### src/rtl/ramp_adc_averager.sv
// Merges the two ramp-ADC sample streams, averages blocks of 2**AVG_LOG2 samples
// and queues results in a valid/ready FIFO. Define RAMP_ADC_MINMAX_EN to add per-block min/max.
module ramp_adc_averager #(
  parameter int NBITS      = 8,
  parameter int AVG_LOG2   = 2,
  parameter int FIFO_DEPTH = 4
) (
  input  logic                          clk_i,
  input  logic                          rst_ni,
  input  logic                          enable_i,
  input  logic                          clear_i,
  input  logic [NBITS-1:0]              adc_value_0_i,
  input  logic                          adc_valid_0_i,
  input  logic [NBITS-1:0]              adc_value_1_i,
  input  logic                          adc_valid_1_i,
  output logic [NBITS-1:0]              data_o,
  output logic                          valid_o,
  input  logic                          ready_i,
  output logic [$clog2(FIFO_DEPTH):0]   level_o,
  output logic                          overflow_o,
  output logic [NBITS-1:0]              min_o,
  output logic [NBITS-1:0]              max_o
);

  localparam int AW = NBITS + AVG_LOG2 + 1;
  localparam int CW = AVG_LOG2 + 1;
  localparam int N  = 1 << AVG_LOG2;
  localparam int PW = $clog2(FIFO_DEPTH);
  localparam int LW = PW + 1;
`ifdef RAMP_ADC_MINMAX_EN
  localparam int EW = 3 * NBITS;
`else
  localparam int EW = NBITS;
`endif

  logic [AW-1:0]    acc_reg, acc_next, acc_a, acc_b, sum;
  logic [CW-1:0]    cnt_reg, cnt_next, cnt_a, cnt_b;
  logic             take_a, take_b, done_a, done_b, first_b, push;
  logic [NBITS-1:0] s_a;
  logic [EW-1:0]    entry;
  logic [EW-1:0]    mem [FIFO_DEPTH];
  logic [PW-1:0]    wr_ptr_reg, rd_ptr_reg;
  logic [LW-1:0]    level_reg, level_next;
  logic             overflow_reg, full, empty, pop, wr_en, ovf_set;
  logic [EW-1:0]    head;
`ifdef RAMP_ADC_MINMAX_EN
  logic [NBITS-1:0] min_reg, max_reg, min_a, max_a, min_b, max_b, res_min, res_max;
`endif

  // Samples are folded in two ordered steps (first accepted sample, then ch1 when
  // both arrive), so a block completed by ch0 lets ch1 seed the next block.
  always_comb begin
    take_a = enable_i & (adc_valid_0_i | adc_valid_1_i);
    take_b = enable_i & adc_valid_0_i & adc_valid_1_i;
    s_a    = adc_valid_0_i ? adc_value_0_i : adc_value_1_i;
    acc_a  = acc_reg;
    cnt_a  = cnt_reg;
    if (take_a) begin
      acc_a = acc_reg + AW'(s_a);
      cnt_a = cnt_reg + CW'(1);
    end
    done_a  = take_a && (cnt_a == CW'(N));
    acc_b   = done_a ? '0 : acc_a;
    cnt_b   = done_a ? '0 : cnt_a;
    first_b = (cnt_b == '0);
    if (take_b) begin
      acc_b = acc_b + AW'(adc_value_1_i);
      cnt_b = cnt_b + CW'(1);
    end
    done_b   = take_b && (cnt_b == CW'(N));
    push     = done_a | done_b;
    sum      = done_a ? acc_a : acc_b;
    acc_next = done_b ? '0 : acc_b;
    cnt_next = done_b ? '0 : cnt_b;
`ifdef RAMP_ADC_MINMAX_EN
    min_a = min_reg;
    max_a = max_reg;
    if (take_a) begin
      min_a = ((cnt_reg == '0) || (s_a < min_reg)) ? s_a : min_reg;
      max_a = ((cnt_reg == '0) || (s_a > max_reg)) ? s_a : max_reg;
    end
    min_b = min_a;
    max_b = max_a;
    if (take_b) begin
      min_b = (first_b || (adc_value_1_i < min_a)) ? adc_value_1_i : min_a;
      max_b = (first_b || (adc_value_1_i > max_a)) ? adc_value_1_i : max_a;
    end
    res_min = done_a ? min_a : min_b;
    res_max = done_a ? max_a : max_b;
    entry   = {res_max, res_min, NBITS'(sum >> AVG_LOG2)};
`else
    entry   = NBITS'(sum >> AVG_LOG2);
`endif
  end

  assign empty   = (level_reg == '0);
  assign full    = (level_reg == LW'(FIFO_DEPTH));
  assign pop     = ~empty & ready_i;
  assign wr_en   = push & (~full | pop);
  assign ovf_set = push & full & ~pop;

  always_comb begin
    level_next = level_reg;
    case ({wr_en, pop})
      2'b10:   level_next = level_reg + LW'(1);
      2'b01:   level_next = level_reg - LW'(1);
      default: level_next = level_reg;
    endcase
  end

  always_ff @(posedge clk_i or negedge rst_ni) begin
    if (!rst_ni) begin
      acc_reg      <= '0;
      cnt_reg      <= '0;
      wr_ptr_reg   <= '0;
      rd_ptr_reg   <= '0;
      level_reg    <= '0;
      overflow_reg <= 1'b0;
    end else if (clear_i) begin
      acc_reg      <= '0;
      cnt_reg      <= '0;
      wr_ptr_reg   <= '0;
      rd_ptr_reg   <= '0;
      level_reg    <= '0;
      overflow_reg <= 1'b0;
    end else begin
      acc_reg   <= acc_next;
      cnt_reg   <= cnt_next;
      level_reg <= level_next;
      if (wr_en)   wr_ptr_reg   <= wr_ptr_reg + PW'(1);
      if (pop)     rd_ptr_reg   <= rd_ptr_reg + PW'(1);
      if (ovf_set) overflow_reg <= 1'b1;
    end
  end

`ifdef RAMP_ADC_MINMAX_EN
  always_ff @(posedge clk_i or negedge rst_ni) begin
    if (!rst_ni) begin
      min_reg <= '0;
      max_reg <= '0;
    end else if (clear_i) begin
      min_reg <= '0;
      max_reg <= '0;
    end else begin
      min_reg <= min_b;
      max_reg <= max_b;
    end
  end
`endif

  // Storage needs no reset: entries are only visible while level is non-zero.
  always_ff @(posedge clk_i) begin
    if (wr_en && !clear_i) mem[wr_ptr_reg] <= entry;
  end

  assign head       = mem[rd_ptr_reg];
  assign valid_o    = ~empty;
  assign level_o    = level_reg;
  assign overflow_o = overflow_reg;
  assign data_o     = valid_o ? head[NBITS-1:0] : '0;
`ifdef RAMP_ADC_MINMAX_EN
  assign min_o      = valid_o ? head[2*NBITS-1:NBITS] : '0;
  assign max_o      = valid_o ? head[3*NBITS-1:2*NBITS] : '0;
`else
  assign min_o      = '0;
  assign max_o      = '0;
`endif

endmodule

### config.mk
export PLATFORM = sky130hd
export DESIGN_NAME = ramp_adc_averager
export DESIGN_NICKNAME = d
export VERILOG_FILES = /design/src/rtl/ramp_adc_averager.sv
export SDC_FILE = /design/constraint.sdc
export NUM_CORES = 1
export LEC_CHECK = 0
export CORE_MARGIN = 4
export CORE_UTILIZATION = 50
export DETAILED_ROUTE_END_ITERATION = 6
export PLACE_DENSITY = 0.77
export SYNTH_ARGS = -nofsm -noshare
export SYNTH_HDL_FRONTEND = slang
export SYNTH_SLANG_ARGS = --single-unit
### constraint.sdc
create_clock -name clk_i -period 3.2 [get_ports clk_i]
set_input_delay 0.96 -clock clk_i [delete_from_list [all_inputs] [get_ports clk_i]]
set_output_delay 0.96 -clock clk_i [all_outputs]
set_load 0.01 [all_outputs]
Word level (Yosys, flattened, before mapping)
Memory sizes are Yosys's and may differ from the RTL's.
Cells that the tools add are included.
- output and inout port bits: 29
- word-level logic and storage cells: 65
- RAM bits: 32
- register bits after elaboration: 22
- memories: 1
- bits in latches: 0
- bits in read-only memories: 0
- input bits: 23
- div/mod/pow operators: 0
- equality and inequality tests: 5
- order comparisons: 0
- reductions and logical operators: 9
- shifts and indexed selects: 0
- muxes and demuxes: 23
- multiply operators: 0
- bitwise gates (word level): 13
- $add $sub $neg: 8
- memory list (name ; words ; bits a word ; read ports ; clocked after memory_dff ; write ports ; line ; RTL):
    mem ; 4 ; 8 ; 1 ; 0 ; 1 ; 41 ; logic [EW-1:0] mem [FIFO_DEPTH];
- operators by type and width (cell ; count):
    $mux 11 ; 5
    $add 11x8->11 ; 2
    $mux 3 ; 6
    $mux 8 ; 2
    $mux 10 ; 1
    $add 3x1->3 const B ; 3
    $eq 3x3->1 const B ; 3
    $mux 2 ; 4
    $and 1x1->1 ; 7
    $pmux 3 s2 ; 1
    $reduce_bool 2->1 ; 3
    $add 2x1->2 const B ; 2
    $mux 1 ; 4
    $logic_and 1x1->1 ; 3
    $logic_not 3->1 ; 1
    $not 1->1 ; 3
    $or 1x1->1 ; 3
    $reduce_bool 3->1 ; 1
    $sub 3x1->3 const B ; 1
    $eq 2x1->1 const B ; 1
    $eq 2x2->1 const B ; 1
    $logic_not 1->1 ; 1

Longest topological paths before layout
Gate-level depths: netlist of the first run.
- depth after elaboration: 15
- depth in mapped cells: 16
- mapped depth without buffers: 15

Least setup slack after synthesis of the first run
Ideal clock, no wire load.
- kind: input -> register
- start: in adc_valid_0_i
- end: mem mem[0][6] in the netlist's numbering, data pin
- setup slack: -1.154 ns
- setup time: 0.272 ns
- data arrival time: 4.082 ns
- required time: 2.928 ns
- path buffers: 1
- stages on the path: 15
- path through: buf_2 -> mux2_2 -> ha_1 -> fa_1 -> a21o_1 -> a221o_1 -> or3_1 -> a31oi_1 -> nor2_1 -> ha_1 -> o21a_1 -> o31ai_1 -> a21oi_1 -> nand2_1 -> xnor2_1
- longest elaborated chain between the ends: 9
- elaborated cells between the ends (all ways): 14
- those cells by class: add/sub (2); eq/ne (1); mux (6); bitwise (4); reduce/logical (1)
- RTL lines (item ; line ; RTL):
    start: declaration ; 13 ; input logic adc_valid_0_i,
    branches (longest 8 deep; another with $add 11x8->11) ; n/a ;
    $mux 10 (*) ; 72 ; sum = done_a ? acc_a : acc_b;
    via sum[8] ; 36 ; logic [AW-1:0] acc_reg, acc_next, acc_a, acc_b, sum;
    end: declaration ; 41 ;
Mark *: on every way through the listed nets, which the timed path passes.

Worst setup path in the final report of the first run
- start: in adc_valid_0_i
- end: mem mem[1][4] in the netlist's numbering, data pin
Same word-level chain as after synthesis.

==> flow_metrics.env, run 1 <==
export IMPL_status="complete, but fails checks"
export IMPL_failed_checks="negative setup slack"
export IMPL_grt_pass1_vias=3613
export IMPL_clk_path_buf_depth=2
export IMPL_slowest_stage="fa_2"
export IMPL_cp_top_family="compound AO/OA/AOI/OAI gates"
export IMPL_dr_pass1_iters=5
export IMPL_post_route_min_period_ns=4.22
export IMPL_leakage_nw=2.35
export IMPL_grt_pass1_wl_um=17200
export IMPL_io_buffers=35
export IMPL_ys_ff_latch=53
export IMPL_path_buf_inv=6
export IMPL_worstMarginPinSlew_ns=0.485
export IMPL_min_path_type="flop to flop"
export IMPL_fmax_ghz=0.237
export IMPL_final_net_count=546
export IMPL_post_route_drc_count=0
export IMPL_synth_ff_type="edfxtp_1"
export IMPL_place_gp_congestion=0.975
export IMPL_fill_cells=373
export IMPL_cpPeakStageDelay_ns=0.38
export IMPL_cts_sinks=53
export IMPL_path_clk_slew_ns=0.10
export IMPL_diodes=0
export IMPL_async_flop_share_pct=39.6
export IMPL_slew_headroom_pct=67.2
export IMPL_ys_types=50
export IMPL_synth_cells=353
export IMPL_synth_edf_count=32
export IMPL_vdd_drop_max_uv=321
export IMPL_ios=52
export IMPL_clk_latency_ns=0.32
export IMPL_hold_buffers=0
export IMPL_die_h_um=92.9
export IMPL_antenna_found_initial=0
export IMPL_power_density_nw_per_um2=477
export IMPL_root_buffer="clkbuf_8"
export IMPL_path_cells="buf_8, buf_4, mux2_4, fa_2, buf_4, buf_6, buf_6, xnor2_2, nor2_1, a21oi_2, nor2_2, ha_4, buf_6, a211oi_4, nor2_4, o31ai_4, a21boi_2, nand2_1, o21ai_2"
export IMPL_numCtsBuffers=5
export IMPL_min_period_over_period_pct=132
export IMPL_antenna_left=0
export IMPL_worstSetupEndpointType="flop"
export IMPL_num_rows=30
export IMPL_setup_slack_ns=-1.02
export IMPL_vias=3738
export IMPL_synth_warnings=0
export IMPL_slew_viol_final=0
export IMPL_netlist_area_um2=3610
export IMPL_via_per_inst=6.28
export IMPL_cts_tree="yes"
export IMPL_grt_max_degree=22
export IMPL_area_growth_syn_to_layout_pct=56.3
export IMPL_critPathRequiredTime_ns=3.33
export IMPL_start_util_pct=52.2
export IMPL_placed_area_um2=4680
export IMPL_hold_viol_final=0
export IMPL_core_area_um2=6910
export IMPL_worst_setup_path_type="input port to flop"
export IMPL_htreeDepth=2
export IMPL_setup_violations_final=77
export IMPL_seq_area_frac_synth_pct=41.2
export IMPL_grt_usage_pct=25.7
export IMPL_startpoint_type="input port"
export IMPL_die_width_um=92.9
export IMPL_skew_ns=0.0118
export IMPL_drive_gt1_share_pct=47.1
export IMPL_postLayoutCellArea_um2=5640
export IMPL_setup_tns_ns=-38.51
export IMPL_largest_reg_flops=32
export IMPL_worstPathArrival_ns=4.35
export IMPL_hpwl_um=7010
export IMPL_drt_iter0_drc=360
export IMPL_cp_max_fo=4
export IMPL_avgSynthCellArea_um2=10.2
export IMPL_maxCapViolations=0
export IMPL_routed_wl_um=13600
export IMPL_die_area_um2=8640
export IMPL_cp_common_cell="buf_6"
export IMPL_wire_per_inst_um=22.8
export IMPL_grt_setup_unrepaired="true"
export IMPL_overflow=0
cell usage after synthesis, types with 2 or more instances:
library cell / number / area share, %
a2111oi_0: 2 / 0.49
a211oi_1: 9 / 1.9
a21boi_0: 2 / 0.42
a21o_1: 7 / 1.5
a21oi_1: 19 / 2.6
a221o_1: 2 / 0.56
and2_1: 10 / 1.7
and3_1: 9 / 1.6
buf_2: 5 / 0.69
buf_4: 16 / 3.3
clkbuf_1: 5 / 0.52
dfrtp_1: 21 / 15
edfxtp_1: 32 / 27
fa_1: 3 / 1.7
ha_1: 22 / 7.6
inv_1: 9 / 0.94
mux2_2: 10 / 3.1
mux2i_1: 4 / 1.1
mux4_2: 8 / 5.0
nand2_1: 39 / 4.1
nand3_1: 7 / 0.97
nand4_1: 2 / 0.35
nor2_1: 36 / 3.7
nor2b_1: 2 / 0.35
nor3_1: 4 / 0.56
o211ai_1: 2 / 0.42
o21a_1: 3 / 0.62
o21ai_0: 18 / 2.5
o21ai_1: 2 / 0.28
o311a_1: 2 / 0.56
o31ai_1: 3 / 0.62
o41ai_1: 2 / 0.49
or3_1: 6 / 1.0
xnor2_1: 9 / 2.2
xor2_1: 6 / 1.5
worst paths after layout:
path | from | to | slack, ns | cells past startpoint
max | adc_valid_0_i | mem[1][4] | -1.02 | 19
min | overflow_o | overflow_o | 0.54 | 2
max reg2reg | cnt_reg[1] | mem[1][4] | -0.50 | 13
min reg2reg | overflow_o | overflow_o | 0.54 | 2
max in group asynchronous | rst_ni | acc_reg[7] | 1.95 | 2
min in group asynchronous | rst_ni | acc_reg[0] | 1.00 | 2
what timing repair did:
| item | 4_1_cts | 5_1_grt |
|---|---|---|
| resized for setup | 91 | 56 |
| pin swaps | 48 | 46 |
| buffers inserted | 24 | 15 |
| endpoints found under the setup margin | 79 | 41 |
power by group:
group          total, W  internal, W  switching, W
Sequential     0.000836     0.000796     0.0000398
Clock          0.000394     0.000155      0.000239
Combinational   0.00146     0.000723      0.000737
Total           0.00269      0.00167       0.00102
kinds of logic after synthesis:
logic type | count (synthesis) | share of synthesized area [%]
AO/OA/AOI/OAI | 83 | 16.0
XOR/XNOR | 15 | 3.64
adder cells (fa/ha/maj) | 25 | 9.30
buffers and inverters | 36 | 5.59
flip-flops | 53 | 41.2
multiplexers | 22 | 9.23
other | 1 | 0.104
AND/OR/NAND/NOR | 118 | 15.0
final cells by class:
| type | count | area [um2] | area share (%) |
|---|---|---|---|
| clock buffers | 6 | 72.6 | 1.29 |
| well taps | 96 | 120 | 2.13 |
| multi-input cells | 279 | 2660 | 47.1 |
| inverters | 9 | 33.8 | 0.599 |
| clock inverters | 2 | 15.0 | 0.266 |
| repair buffers | 150 | 1250 | 22.2 |
| flip-flops and latches | 53 | 1490 | 26.4 |
stage by stage:
stage               utilization [%]  total power, W  setup slack (ns)  instances  hold slack, ns
finish                         81.6         0.00269             -1.02        595           0.543
global route                   81.6         0.00278             -1.07        595           0.580
CTS                            76.3         0.00238            -0.791        581           0.527
detailed placement             67.7         0.00176             -1.74        550           0.496
global placement               67.7         0.00172             -1.61        550           0.497
floorplan                         -         0.00138            -0.997        368           0.534
worst reg2reg max path, stage by stage (launching register included):
cell and delay (ns):
dfrtp_1 0.43, ha_1 0.33, nor2b_1 0.29, nand2_1 0.21
nand3_1 0.15, nand2_1 0.08, ha_1 0.27, fa_1 0.48
a211oi_4 0.39, nor2_4 0.11, o31ai_4 0.33, a21boi_2 0.25
nand2_1 0.10, o21ai_2 0.12
metal layers:
layer,up-vias,track usage (%),share of wire [%],wire [um]
met2,285,47.0,51,6930
met3,105,4.87,6.5,883
li1,1546,-,-,-
met5,-,0,0,0
met1,1802,26.9,35,4790
met4,0,15.6,7.2,974
placed cells by master, fill, tap and decap left out, types with 10 or more instances in the layout:
cell type          n
a21oi_1           10
buf_4            103
buf_6             10
clkdlybuf4s50_1   25
conb_1            16
dfrtp_1           21
edfxtp_1          32
ha_1              11
ha_4              11
nand2_1           32
nor2_1            26
(Power assumes the default switching activity.)
==> run 2, diff against run 1 <==
- SLEW_MARGIN: default -> 10
==> results of run 2 <==
The final DEF is identical to that of run 1; final timing and power are the same.
==> run 3, diff against run 2 <==
- SLEW_MARGIN: 10 -> 20
==> results of run 3 <==
The final DEF is identical to that of run 1; final timing and power are the same.
==> patch, RTL diff (config.mk and constraints of run 2) <==
The option `RAMP_ADC_MINMAX_EN` is turned on by a define.
--- a/src/rtl/ramp_adc_averager.sv
+++ b/src/rtl/ramp_adc_averager.sv
@@ -1,4 +1,6 @@
 // Merges the two ramp-ADC sample streams, averages blocks of 2**AVG_LOG2 samples
 // and queues results in a valid/ready FIFO. Define RAMP_ADC_MINMAX_EN to add per-block min/max.
+`define RAMP_ADC_MINMAX_EN
+
 module ramp_adc_averager #(
   parameter int NBITS      = 8,
Behaviour: not the same (a bounded check fails within 4 cycles, from zero or initial values and one cycle with rst_ni low).
==> patch against run 2 <==
Final area grew 130%; largest cell class unchanged; die area grew 110%; worst setup slack lost 0.59 ns; hold slack gained 0.010 ns; synthesized area grew 120%; core utilization grew 1.9 points; the flow finishes with violations (design-rule violations, negative setup slack); wire length grew to 3.1 times the old value; power grew to 2.6 times the old value; sequential cell count grew 80.
==> patch: results (changes against run 2) <==
Clock Tree Root=clkbuf_16; total negative setup slack=-222.13 ns (-183.63 ns); Post-Place Worst Slack=-2.24 ns (-0.492 ns); Worst path slowest cell=ha_1; Routed WL per cell=33.6 microns (+47%); number of synthesized flops with an enable pin=96 (+200%); asr flop ratio synth=27.8% (-12 points); Max VDD drop=0.374 mV (+16%); detailed placement HPWL=17.8 mm (+150%); gpl congestion=0.996 (+2.1%); Initial DRC Count=1,564 (+330%); Total GRT Usage=38.3% (+13 points); Cells after DPL=1,120 (+100%); Initial DRT Pass Iterations=7 (+2); DRC Markers=2 (+2); Synth area leaders=edfxtp_1 36%, dfrtp_1 11%, ha_1 8.4%; r2r setup slk=-1.01 ns (-0.51 ns); Routed WL=41.6 mm (+210%); status=complete, but fails checks; slack of the critical path=-1.61 ns (-0.590 ns); Final setup viols=234 (+200%); Lkg Pwr=5.36 nW (+130%); largest net degree at the start of global routing=38 (+73%); WP data arrival=4.99 ns (+0.64 ns); distinct cell type count after synthesis=70 (+40%); failing checks=design-rule violations, negative setup slack; vias in the first global route=8,385 (+130%); Post-CTS Resized=237 (+160%); hold slack=0.553 ns (+0.0101 ns); first-pass GRT wire length=51.5 mm (+200%); max FFs per register=96 (+200%); Post-Synthesis Cells=695 (+97%)
[patch: per-layer routing]
| layer | global-route usage, % | vias up | routed length (microns) |
|---|---|---|---|
| li1 | - | 3219 | - |
| met1 | 44.7 | 4094 | 13000 |
| met2 | 61.6 | 1012 | 17700 |
| met3 | 10.5 | 404 | 6180 |
| met4 | 26.2 | 0 | 4750 |
| met5 | 0 | - | 0 |
[patch: power by group]
group	internal (mW)	switching [mW]	leakage, nW
sequential	2.01	0.0728	1.37
combinational	1.39	1.64	3.73
clock	1.07	0.881	0.265
[patch: worst max-delay path by stage]
stage | from | to | slack [ns] | depth (start not counted)
floorplan | adc_valid_0_i | mem[0][10] | -1.47 | 16
global placement | adc_valid_0_i | mem[0][13] | -2.07 | 16
detailed placement | adc_valid_0_i | mem[1][13] | -2.24 | 16
CTS | adc_valid_0_i | mem[3][21] | -1.06 | 21
global route | adc_value_1_i[4] | mem[3][13] | -1.62 | 19
finish | adc_value_1_i[4] | mem[1][10] | -1.61 | 19
[patch: logic make-up (layout without fill, tap and decap cells)]
family,count (synthesis),count (layout),synth area share [%]
simple gates,195,195,12.1
mux,64,64,11.9
compound gates,146,146,13.4
buf+inv,82,407,4.30
fa+ha+maj,57,57,9.12
flops,133,133,47.2
xor+xnor,18,18,1.95
[patch: through the flow]
stage               total power, mW  util [%]
floorplan                      3.05         -
global placement               3.74      66.2
detailed placement             3.83      66.2
CTS                            6.18      79.4
global route                   7.18      83.6
finish                         7.08      83.6
[patch: layout make-up]
class                   instances  area [sq um]
well taps                     216           270
fillers                       590          2600
multi-input cells             480          5310
clock inverters                14           128
clock buffers                  18           429
repair buffers                322          3080
inverters                      53           201
flip-flops and latches        133          3810
